[config.mk]
export PLATFORM = sky130hd
export DESIGN_NAME = day26_comparator_new_approach
export DESIGN_NICKNAME = d
export VERILOG_FILES = /design/src/rtl/day26_comparator_new_approach.sv
export SDC_FILE = /design/constraint.sdc
export NUM_CORES = 1
export LEC_CHECK = 0
export BUFFER_PORTS_ARGS = -buffer_cell sky130_fd_sc_hd__buf_2
export CAP_MARGIN = 20
export CORE_MARGIN = 4
export CORE_UTILIZATION = 37
export CTS_CLUSTER_DIAMETER = 200
export DETAILED_ROUTE_END_ITERATION = 10
export PLACE_DENSITY = 0.73
export SLEW_MARGIN = 5
export SYNTH_ARGS = -nofsm -noshare
export SYNTH_HDL_FRONTEND = slang
export SYNTH_SLANG_ARGS = --single-unit
[constraint.sdc]
create_clock -name clk -period 1.4 [get_ports clk]
set_input_delay 0.14 -clock clk [delete_from_list [all_inputs] [get_ports clk]]
set_output_delay 0.14 -clock clk [all_outputs]
set_load 0.02 [all_outputs]
[src/rtl/day26_comparator_new_approach.sv]
// day26_comparator_new_approach
//   Unsigned K-bit magnitude comparator built as a group-compare tree.
//   Level 0 compares 2-bit slices. Each merge level then combines adjacent
//   slice results, and the more significant slice wins.
//   The root (gt, lt) pair is decoded into three registered one-hot flags.
//
// Ports
//   clk          rising-edge clock
//   reset        synchronous, active-high; clears every flop
//   a, b         K-bit unsigned operands
//   a_equal_b    registered, a == b
//   a_greater_b  registered, a >  b
//   b_greater_a  registered, b >  a
//
// Build option
//   DAY26_COMPARATOR_INPUT_REG_EN : registers a/b before the tree (2-cycle
//   latency). When it is undefined, the tree reads the ports directly
//   (1-cycle latency).
module day26_comparator_new_approach #(
  parameter int K = 20
) (
  input  logic         clk,
  input  logic         reset,
  input  logic [K-1:0] a,
  input  logic [K-1:0] b,
  output logic         a_equal_b,
  output logic         a_greater_b,
  output logic         b_greater_a
);

  localparam int NG     = (K + 1) / 2;              // number of 2-bit groups
  localparam int KP     = 2 * NG;                   // padded width
  localparam int LEVELS = (NG > 1) ? $clog2(NG) : 0;

  // Node count at tree level l: ceil(NG / 2^l)
  function automatic int cnt(input int l);
    return (NG + (1 << l) - 1) >> l;
  endfunction

  // ---------------------------------------------------------------------
  // Operand source
  // ---------------------------------------------------------------------
  logic [K-1:0] a_src, b_src;

`ifdef DAY26_COMPARATOR_INPUT_REG_EN
  logic [K-1:0] a_q, b_q;

  always_ff @(posedge clk) begin
    if (reset) begin
      a_q <= '0;
      b_q <= '0;
    end else begin
      a_q <= a;
      b_q <= b;
    end
  end

  assign a_src = a_q;
  assign b_src = b_q;
`else
  assign a_src = a;
  assign b_src = b;
`endif

  // Zero-extend to an even width so that every group holds exactly 2 bits.
  logic [KP-1:0] a_pad, b_pad;
  assign a_pad = KP'(a_src);
  assign b_pad = KP'(b_src);

  // ---------------------------------------------------------------------
  // Compare tree. Each level lives in its own generate scope and is sized
  // exactly. The next level reads the previous one through g_lvl[l-1].
  // ---------------------------------------------------------------------
  genvar l, j;
  generate
    for (l = 0; l <= LEVELS; l++) begin : g_lvl
      logic [cnt(l)-1:0] gt, lt;

      if (l == 0) begin : g_leaf
        for (j = 0; j < NG; j++) begin : g_grp
          assign gt[j] = a_pad[2*j +: 2] > b_pad[2*j +: 2];
          assign lt[j] = a_pad[2*j +: 2] < b_pad[2*j +: 2];
        end
      end else begin : g_merge
        for (j = 0; j < cnt(l); j++) begin : g_node
          if (2*j + 1 < cnt(l-1)) begin : g_pair
            // The high slice decides unless it is equal. In that case the
            // low slice decides.
            assign gt[j] = g_lvl[l-1].gt[2*j+1] |
                           (~g_lvl[l-1].lt[2*j+1] & g_lvl[l-1].gt[2*j]);
            assign lt[j] = g_lvl[l-1].lt[2*j+1] |
                           (~g_lvl[l-1].gt[2*j+1] & g_lvl[l-1].lt[2*j]);
          end else begin : g_pass
            // An odd node at the top of this level passes through unchanged.
            assign gt[j] = g_lvl[l-1].gt[2*j];
            assign lt[j] = g_lvl[l-1].lt[2*j];
          end
        end
      end
    end
  endgenerate

  logic gt_root, lt_root;
  assign gt_root = g_lvl[LEVELS].gt[0];
  assign lt_root = g_lvl[LEVELS].lt[0];

  // ---------------------------------------------------------------------
  // Output flags, loaded every cycle
  // ---------------------------------------------------------------------
  always_ff @(posedge clk) begin
    if (reset) begin
      a_equal_b   <= 1'b0;
      a_greater_b <= 1'b0;
      b_greater_a <= 1'b0;
    end else begin
      a_equal_b   <= ~gt_root & ~lt_root;
      a_greater_b <= gt_root;
      b_greater_a <= lt_root;
    end
  end

endmodule

After elaboration in Yosys (flattened, before gate mapping)
Cells that the tools add are included.

Register bits after elaboration: 3. Input bits: 42.

Bitwise gates (word level): 57. $lt $le $gt $ge: 20.

Operators by type and width (number): 2-bit greater-than comparator (10); 2-bit less-than comparator (10); 1-bit NOT (20); 1-bit AND (19); 1-bit OR (18).

Logic depth before layout (Yosys ltp)
Gate-level depths: netlist of run 1.

Depth after elaboration: 14. Gate-level depth with buffers: 7. Depth with buffers taken out: 7.

Worst setup path after synthesis of run 1
OpenSTA, ideal clock, no wires.

Path kind: input-to-reg. Start point: input port b[1]. End point: register a_greater_b. Arrival: 1.370 ns. Required time: 1.285 ns. Stages on the path: 7. Path slack: -0.086 ns. Cells stage by stage: inv_1 -> ha_1 -> nor2b_1 -> o32ai_2 -> a41oi_1 -> o311a_1 -> o21ba_2.

Cells in the longest elaborated chain, start to end: 9.

RTL lines: from (decl) (line 25) `input logic [K-1:0] b,`; 2-bit greater-than comparator (line 81) `assign gt[j] = a_pad[2*j +: 2] > b_pad[2*j +: 2];`; 1-bit AND (line 90) `(~g_lvl[l-1].lt[2*j+1] & g_lvl[l-1].gt[2*j]);`; 1-bit OR (line 89) `assign gt[j] = g_lvl[l-1].gt[2*j+1] |`; 1-bit AND (line 90); 1-bit OR (line 89); 1-bit AND (line 90); 1-bit OR (line 89); 1-bit AND (line 90); 1-bit OR (line 89); to (signal assigned) (line 117) `a_greater_b <= gt_root;`; to (decl) (line 27) `output logic a_greater_b,`.

Every way passes these cells. A chain may end at the register's enable or synchronous reset.

Worst setup path after layout of run 1
Start point: input port a[1]. End point: register b_greater_a.

Cells in the longest elaborated chain, start to end: 9.

RTL lines: from (decl) (line 24) `input logic [K-1:0] a,`; 2-bit less-than comparator (line 82) `assign lt[j] = a_pad[2*j +: 2] < b_pad[2*j +: 2];`; 1-bit AND (line 92) `(~g_lvl[l-1].gt[2*j+1] & g_lvl[l-1].lt[2*j]);`; 1-bit OR (line 91) `assign lt[j] = g_lvl[l-1].lt[2*j+1] |`; 1-bit AND (line 92); 1-bit OR (line 91); 1-bit AND (line 92); 1-bit OR (line 91); 1-bit AND (line 92); 1-bit OR (line 91); to (signal assigned) (line 118) `b_greater_a <= lt_root;`; to (decl) (line 28) `output logic b_greater_a`.

Every way passes these cells.

==> run summary, run 1 <==
Outcome = completed
N_diodes = 0
CP max FO = 2
Max Fclk = 716 MHz
Final worst path period need = 1400 ps
Final hold vios = 0
# placed instances = 154
CTS root buf = clkbuf_4
WL/cell = 12.0 um
Routed vias/inst = 4.86
Die width = 50.8 um
Hold Path Class = in2reg
Die Span Y = 50.8 um
Pre-antenna DRT Iters = 2
Initial antenna violation count = 0
Max-slew violation count = 0
Req. time, crit path = 1550 ps
Detailed Route WL = 1920 um
Post-Syn Area = 677 um^2
Yosys cell types = 20
Rel. slew slack = 79.2%
Initial core utilization = 39.2%
Yosys reg bits = 3
Layout cells sized above 1 = 60.7%
RSZ-0062 raised after global routing = yes
I/O pin count = 45
Setup ws final = 2.50 ps
Pre-CTS WS = -269 ps
Buffers added on ports = 44
H-Tree Depth = 1
CP startpoint kind = input port
Final period utilization = 99.8%
Worst Setup End Kind = register
Largest net degree at the start of global routing = 4
GRT Overall Usage = 13.0%
Worst-path clk slew = 40 ps
Fin cells = 160
First DRT Iteration DRCs = 3
Syn avg cell area = 8.06 um^2
Arr. time, crit path = 1550 ps
Cell Pwr Density = 522 nW/um^2
Vias = 777
Syn nets = 146
CTS max path bufs = 2
Total clock sinks = 3
CTS tree = built
Total grt overflow = 0
Final setup violation count = 0
Area Growth Syn to Fin = 80.8%
Peak VDD IR = 410 uV
Core Area = 1730 um^2
Max-cap violations = 0
Rows = 15
Post-synthesis sequential area ratio = 8.87%
Synth Instances = 84
Antenna-violating nets left = 0
Yosys warnings = 0
Nets@finish = 198
Vias in the first global route = 731
Worst slew pin tran = 311 ps
Leakage = 0.634 nW
TritonCTS Buffers = 3
Hpwl dp = 1580 um
Global-route wire length before repair = 2660 um
Crit Path Category = in2reg
Full die area = 2580 um^2
GPL Wtd Cong = 0.646
DRC = 0
## worst paths after layout
| kind | slack (ps) | start | depth (start not counted) | to |
|---|---|---|---|---|
| setup / recovery | 2 | a[1] | 7 | b_greater_a |
| hold / removal | 80 | reset | 2 | b_greater_a |
## routing by layer
metal | GRT usage, % | share of wire, % | up-vias | routed length, um
li1 | - | - | 395 | -
met1 | 12.9 | 34 | 352 | 653
met2 | 25.9 | 59 | 28 | 1140
met3 | 1.48 | 5.3 | 2 | 102
met4 | 6.73 | 1.1 | 0 | 21
met5 | 0 | 0 | - | 0
## synthesized netlist by cell type (all sizes together)
master / count / area share, %
inv: 23 / 13
nand4: 4 / 4.6
dfxtp: 3 / 8.9
nand2b: 1 / 0.92
ha: 20 / 37
a211oi: 1 / 1.8
o31ai: 1 / 1.1
o21ba: 1 / 1.5
nand2: 5 / 2.8
o31a: 1 / 1.3
o32ai: 5 / 8.7
a41oi: 1 / 1.3
or2: 2 / 1.8
nor2b: 11 / 10
a21oi: 2 / 1.5
o311a: 2 / 3.0
nor4: 1 / 0.92
## flip-flops by register name, indices dropped and copies added, names as in the netlist
signal,count
b_greater_a,1
a_equal_b,1
a_greater_b,1
## cell families after synthesis
kind of cell | after synthesis | share of synthesized area, %
AOI/OAI and AO/OA | 14 | 20.1
adders and majority gates | 20 | 37.0
buffers and inverters | 23 | 12.8
DFF | 3 | 8.87
and+or+nand+nor | 24 | 21.3
## placed cells by master (no fill, tap or decap), types with 2 or more instances in the layout
cell      netlist  routed
buf_2           0      38
inv_1          23      18
ha_1           20      12
ha_4            0       8
nor2b_1        11       5
buf_6           0       5
nand2_1         5       4
nor2b_2         0       4
inv_2           0       3
nand4_1         3       3
o32ai_4         0       3
dfxtp_1         3       3
clkbuf_4        0       3
buf_4           0       3
inv_4           0       2
nor2b_4         0       2
a21oi_2         0       2
o32ai_1         3       2
o311a_1         2       2
## critical path: stages
cell and delay [ps]:
buf_6 100, ha_4 220, nor2b_4 120, o32ai_4 290, a21oi_2 100, o311a_1 370, a211oi_2 190
## timing repair
| action | CTS | global route |
|---|---|---|
| cloned | 0 | 0 |
| gates resized for setup | 3 | 31 |
| endpoints found under the setup margin | 1 | 3 |
| hold buffers | 0 | 0 |
| setup buffers | 0 | 2 |
| pin swaps | 2 | 13 |
## power by group
group          switching [W]  leakage [nW]  internal [W]
registers         0.00000186        0.0247     0.0000926
clock network      0.0000447        0.0150      0.000107
logic               0.000178         0.594      0.000215
total               0.000224         0.634      0.000415
## layout make-up
cell class / count / area [um^2]
clock buffers: 4 / 26.3
inverters: 23 / 91.3
repair buffers: 47 / 284
flip-flops and latches: 3 / 60.1
multi-input cells: 58 / 731
well taps: 25 / 31.3
fillers: 145 / 503
## stage by stage
step	instance area [um^2]	power, W	hold WS, ps	setup TNS, ps	util [%]
floorplan	734	0.000278	213	-58.0	-
global placement	993	0.000369	330	-509	57.5
detailed placement	993	0.000385	333	-737	57.5
CTS	1040	0.000560	82.7	0	60.4
global route	1220	0.000696	86.7	-88.9	70.9
finish	1220	0.000639	80.3	0	70.9
Power figures use the tool's default switching activity.
==> run 2, diff against run 1 <==
--- a/config.mk
+++ b/config.mk
@@ -5,13 +5,14 @@
 export SDC_FILE = /design/constraint.sdc
 export NUM_CORES = 1
 export LEC_CHECK = 0
+export ABC_AREA = 1
 export BUFFER_PORTS_ARGS = -buffer_cell sky130_fd_sc_hd__buf_2
 export CAP_MARGIN = 20
 export CORE_MARGIN = 4
-export CORE_UTILIZATION = 37
+export CORE_UTILIZATION = 40
 export CTS_CLUSTER_DIAMETER = 200
 export DETAILED_ROUTE_END_ITERATION = 10
-export PLACE_DENSITY = 0.73
+export PLACE_DENSITY = 0.74
 export SLEW_MARGIN = 5
 export SYNTH_ARGS = -nofsm -noshare
 export SYNTH_HDL_FRONTEND = slang
==> run summary, run 2 <==
Outcome = completed
Hpwl dp = 1690 um
Initial antenna violation count = 0
DRC = 0
Global-route wire length before repair = 2950 um
Peak VDD IR = 303 uV
Vias = 906
Max Fclk = 892 MHz
Rel. slew slack = 84.5%
Req. time, crit path = 1560 ps
Nets@finish = 241
Leakage = 0.752 nW
Yosys warnings = 0
Crit Path Category = in2reg
Yosys reg bits = 3
Final hold vios = 0
Max-slew violation count = 0
Synth Instances = 130
CP startpoint kind = input port
Slowest stage delay, CP = 300 ps
I/O pin count = 45
Core Area = 1800 um^2
Max-cap violations = 0
Worst Setup End Kind = register
Vias in the first global route = 870
Post-Syn Area = 800 um^2
Post-synth EDFFs = 0
CTS tree = built
Final setup violation count = 0
Commonest non-fill, non-tap cell in the layout = buf_2
Antenna-violating nets left = 0
Synth cell count leaders = 42 x inv_1, 37 x nand2_1, 20 x ha_1
Rows = 15
Cell Pwr Density = 511 nW/um^2
H-Tree Depth = 1
Main area contributors after synthesis = ha_1 31%, inv_1 20%, nand2_1 17%
TritonCTS Buffers = 3
Post-synthesis sequential area ratio = 7.51%
Most frequent cells in the layout = 44 x buf_2, 42 x inv_1, 37 x nand2_1
Critical path cell sequence = buf_2 -> ha_1 -> nand2_1 -> nand3b_4 -> nand2_2 -> a21oi_1 -> nand2_1 -> nand2_1 -> nand2_1 -> nor2_1
Regs by FF count = a_equal_b (1), a_greater_b (1), b_greater_a (1)
Final worst path period need = 1120 ps
Yosys cell types = 19
Hold Path Class = in2reg
Most common cell in the netlist = inv_1
Worst-path clk slew = 40 ps
Buffers added on ports = 44
Most used cell, CP = nand2_1
Final period utilization = 80.1%
Synth area leader = ha_1
GPL Wtd Cong = 0.713
GRT Overall Usage = 13.3%
N_diodes = 0
Fin Setup TNS = 0 ps
WL/cell = 8.91 um
Layout cells sized above 1 = 30.3%
Slowest cell on the critical path = ha_1
Syn nets = 192
Worst path buffer plus inverter count = 1
Die Span Y = 52.7 um
Final Util = 59.8%
Top cell type's share of synthesized area = 31.3%
Hold buffers post-CTS = 0
Syn avg cell area = 6.15 um^2
Async set-reset flop share out of synthesis = 0%
Routed vias/inst = 4.46
Pre-antenna DRT Iters = 6
Top delay family on crit path = simple AND/OR/NAND/NOR gates
CTS root buf = clkbuf_4
Area Growth Syn to Fin = 34.7%
CTS max path bufs = 2
RSZ-0062 raised after global routing = no
Largest net degree at the start of global routing = 4
Worst slew pin tran = 231 ps
Full die area = 2780 um^2
First DRT Iteration DRCs = 8
Total grt overflow = 0
Main synth FF type = dfxtp_1
Post-CTS sizing = 0
Arr. time, crit path = 1280 ps
Detailed Route WL = 1810 um
Total clock sinks = 3
Number of setup buffers added after CTS = 0
Initial core utilization = 44.4%
CP max FO = 3
Die width = 52.7 um
run 2: cell types whose count changed after synthesis, moves of 2 or more:
cell	delta
nor2b_1	-11
inv_1	+19
nand3_1	+5
o32ai_1	-2
o21ai_0	+2
o311a_1	-2
o32ai_2	-2
nor2_1	+5
a21boi_0	+2
nand2_2	+2
nand2_1	+32
run 2: metal layers:
layer	wire [um]	GRT usage, %	vias to the layer above
met5	0	0	-
li1	-	-	488
met3	130	1.99	4
met4	14	2.98	0
met2	988	27.3	29
met1	676	13.7	385
run 2: cells by family after synthesis:
kind of cell    Yosys count  synth area share, %
flops                     3                 7.51
compound gates           11                 11.3
fa+ha+maj                20                 31.3
simple gates             54                 30.2
buf+inv                  42                 19.7
run 2: final timing paths:
path / cells after the start / slack, ps / startpoint / to
setup / recovery: 10 / 280 / a[15] / a_equal_b
hold / removal: 2 / 80 / reset / b_greater_a
run 2: where the power goes:
group,switching (W),internal (W)
registers,0.00000136,0.0000922
logic,0.000165,0.000144
clock network,0.0000416,0.000107
run 2: area by class of cell:
cell class,count,area [um^2]
Clock buffer,4,26.3
Fill cell,182,724
Inverter,42,158
Multi-Input combinational cell,85,582
Sequential cell,3,60.1
Tap cell,25,31.3
Timing Repair Buffer,44,220
run 2: metrics by stage:
step | area, um^2 | power, W | hold WS, ps | cells | setup WS, ps
final | 1080 | 0.000551 | 83.1 | 203 | 279
after global routing | 1080 | 0.000614 | 77.8 | 203 | 111
after CTS | 1080 | 0.000556 | 81.0 | 203 | 280
after detailed placement | 1050 | 0.000405 | 315 | 199 | 48.0
after global placement | 1050 | 0.000387 | 328 | 199 | 89.4
after floorplan | 800 | 0.000302 | 202 | 130 | 237
==> run 3, diff against run 2 <==
==> constraint.sdc (replaced) <==
create_clock -name clk -period 0.9 [get_ports clk]
set_input_delay 0.09 -clock clk [delete_from_list [all_inputs] [get_ports clk]]
set_output_delay 0.09 -clock clk [all_outputs]
set_load 0.02 [all_outputs]
==> run summary, run 3 (synthesized netlist as in run 2, its figures left out) <==
Max-cap violations = 0
Die width = 52.7 um
Rows = 15
Total Power = 0.00106 W
Fill cells = 148
Regs by FF count = a_equal_b (1), a_greater_b (1), b_greater_a (1)
Routed vias/inst = 4.40
Rel. slew slack = 87.4%
GRT Overall Usage = 15.7%
Max-slew violation count = 0
FF+latch area = 60.1 um^2
Initial core utilization = 44.4%
Setup ws final = -106 ps
Sequential Power Share = 13.7%
Buffers added on ports = 44
Vias in the first global route = 887
Nets@finish = 242
CP startpoint kind = input port
Most frequent cells in the layout = 34 x buf_2, 29 x inv_1, 29 x nand2_1
Global-route wire length before repair = 3310 um
DRC = 0
CP max FO = 3
Worst-path clk slew = 40 ps
GPL Wtd Cong = 0.711
Max Fclk = 994 MHz
Arr. time, crit path = 1180 ps
Die Span Y = 52.7 um
GRT busiest layer = met2
Core Area = 1800 um^2
M1 GR Usage = 15.6%
Worst Setup End Kind = register
First DRT Iteration DRCs = 7
Setup crit start = b[15]
Outcome = finished with violations
Final worst path period need = 1010 ps
Commonest non-fill, non-tap cell in the layout = buf_2
CTS max path bufs = 2
Full die area = 2780 um^2
Req. time, crit path = 1070 ps
Layout cells sized above 1 = 50.8%
Sw Share = 38.6%
Hold Path Depth = 2
Total grt overflow = 0
Crit Path Category = in2reg
Fin Setup TNS = -237 ps
Largest net degree at the start of global routing = 4
Final period utilization = 112%
Switching power = 0.000407 W
Combinational share of power = 63.9%
Worst slew pin tran = 189 ps
Initial antenna violation count = 0
Area Growth Syn to Fin = 73.1%
Peak VDD IR = 394 uV
WL/cell = 9.70 um
H-Tree Depth = 1
RSZ-0062 raised after global routing = yes
Hold buffers post-CTS = 0
CTS root buf = clkbuf_4
CTS tree = built
Clock Power Share = 22.3%
Cell Pwr Density = 763 nW/um^2
Final setup violation count = 3
Footprint of the multi-input gates = 773 um^2
Vias = 897
Detailed Route WL = 1980 um
I/O pin count = 45
Total clock sinks = 3
GRT met3 Usage = 1.71%
Pre-antenna DRT Iters = 4
Internal = 0.000648 W
Final hold vios = 0
Crit path to = a_equal_b
N_diodes = 0
Antenna-violating nets left = 0
Failing checks = setup timing
Hold Path Class = in2reg
Met2 Track Usage GR = 31.8%
TritonCTS Buffers = 3
Leakage = 0.790 nW
Hpwl dp = 1760 um
==> run 3: cell count changes in the layout (fill, tap and decap cells not counted), sizes merged <==
cell	change
buf	+1
==> run 3: power by group through the flow <==
| stage | sequential, W | combinational (W) | clock, W |
|---|---|---|---|
| floorplan | 0.000160 | 0.000417 | 0 |
| global placement | 0.000147 | 0.000598 | 0 |
| detailed placement | 0.000147 | 0.000627 | 0 |
| CTS | 0.000145 | 0.000676 | 0.000248 |
| global route | 0.000146 | 0.000758 | 0.000266 |
| finish | 0.000145 | 0.000675 | 0.000236 |
==> run 3: worst max-delay path, stage by stage <==
cell and delay [ps]:
buf_8 80, inv_6 20, ha_4 260, nand2_4 60, nand3b_4 150, nand2_2 70, inv_1 40, nand2_1 50
nand2_1 50, nor2_2 120, nand3_2 90, nor2_1 100
==> run 3: layer usage <==
metal | up-vias | wire [um]
met1 | 377 | 790
met3 | 2 | 85
met2 | 29 | 1090
li1 | 489 | -
met4 | 0 | 14
met5 | - | 0
==> run 3: cell type report <==
class | count | share of cell area [%]
timing repair buffer | 45 | 21.9
inverter | 42 | 13.7
tap | 25 | 2.26
multi-input combinational | 85 | 55.9
sequential | 3 | 4.34
clock buffer | 4 | 1.90
==> run 3: worst min path at each step <==
| stage | from | end |
|---|---|---|
| 3_3_place_gp | reset | b_greater_a |
| 3_5_place_dp | reset | b_greater_a |
| 6_report | reset | b_greater_a |
| 5_1_grt | reset | b_greater_a |
| 4_1_cts | reset | b_greater_a |
| 2_1_floorplan | reset | b_greater_a |
==> run 3: timing repair <==
item | CTS | global route
pin swaps | 13 | 6
hold endpoints to repair | 0 | 0
setup endpoints to repair | 3 | 3
buffers inserted | 0 | 0
gates resized for setup | 19 | 4
==> run 3: through the flow <==
stage,setup slack [ps],area (um^2),util [%],hold WS (ps),instances
floorplan,-150,1010,-,152,130
global route,-186,1380,76.8,42.6,204
global placement,-381,1260,70.2,279,200
detailed placement,-450,1260,70.2,283,200
CTS,-103,1370,76.3,39.3,204
finish,-106,1380,76.8,50.3,204
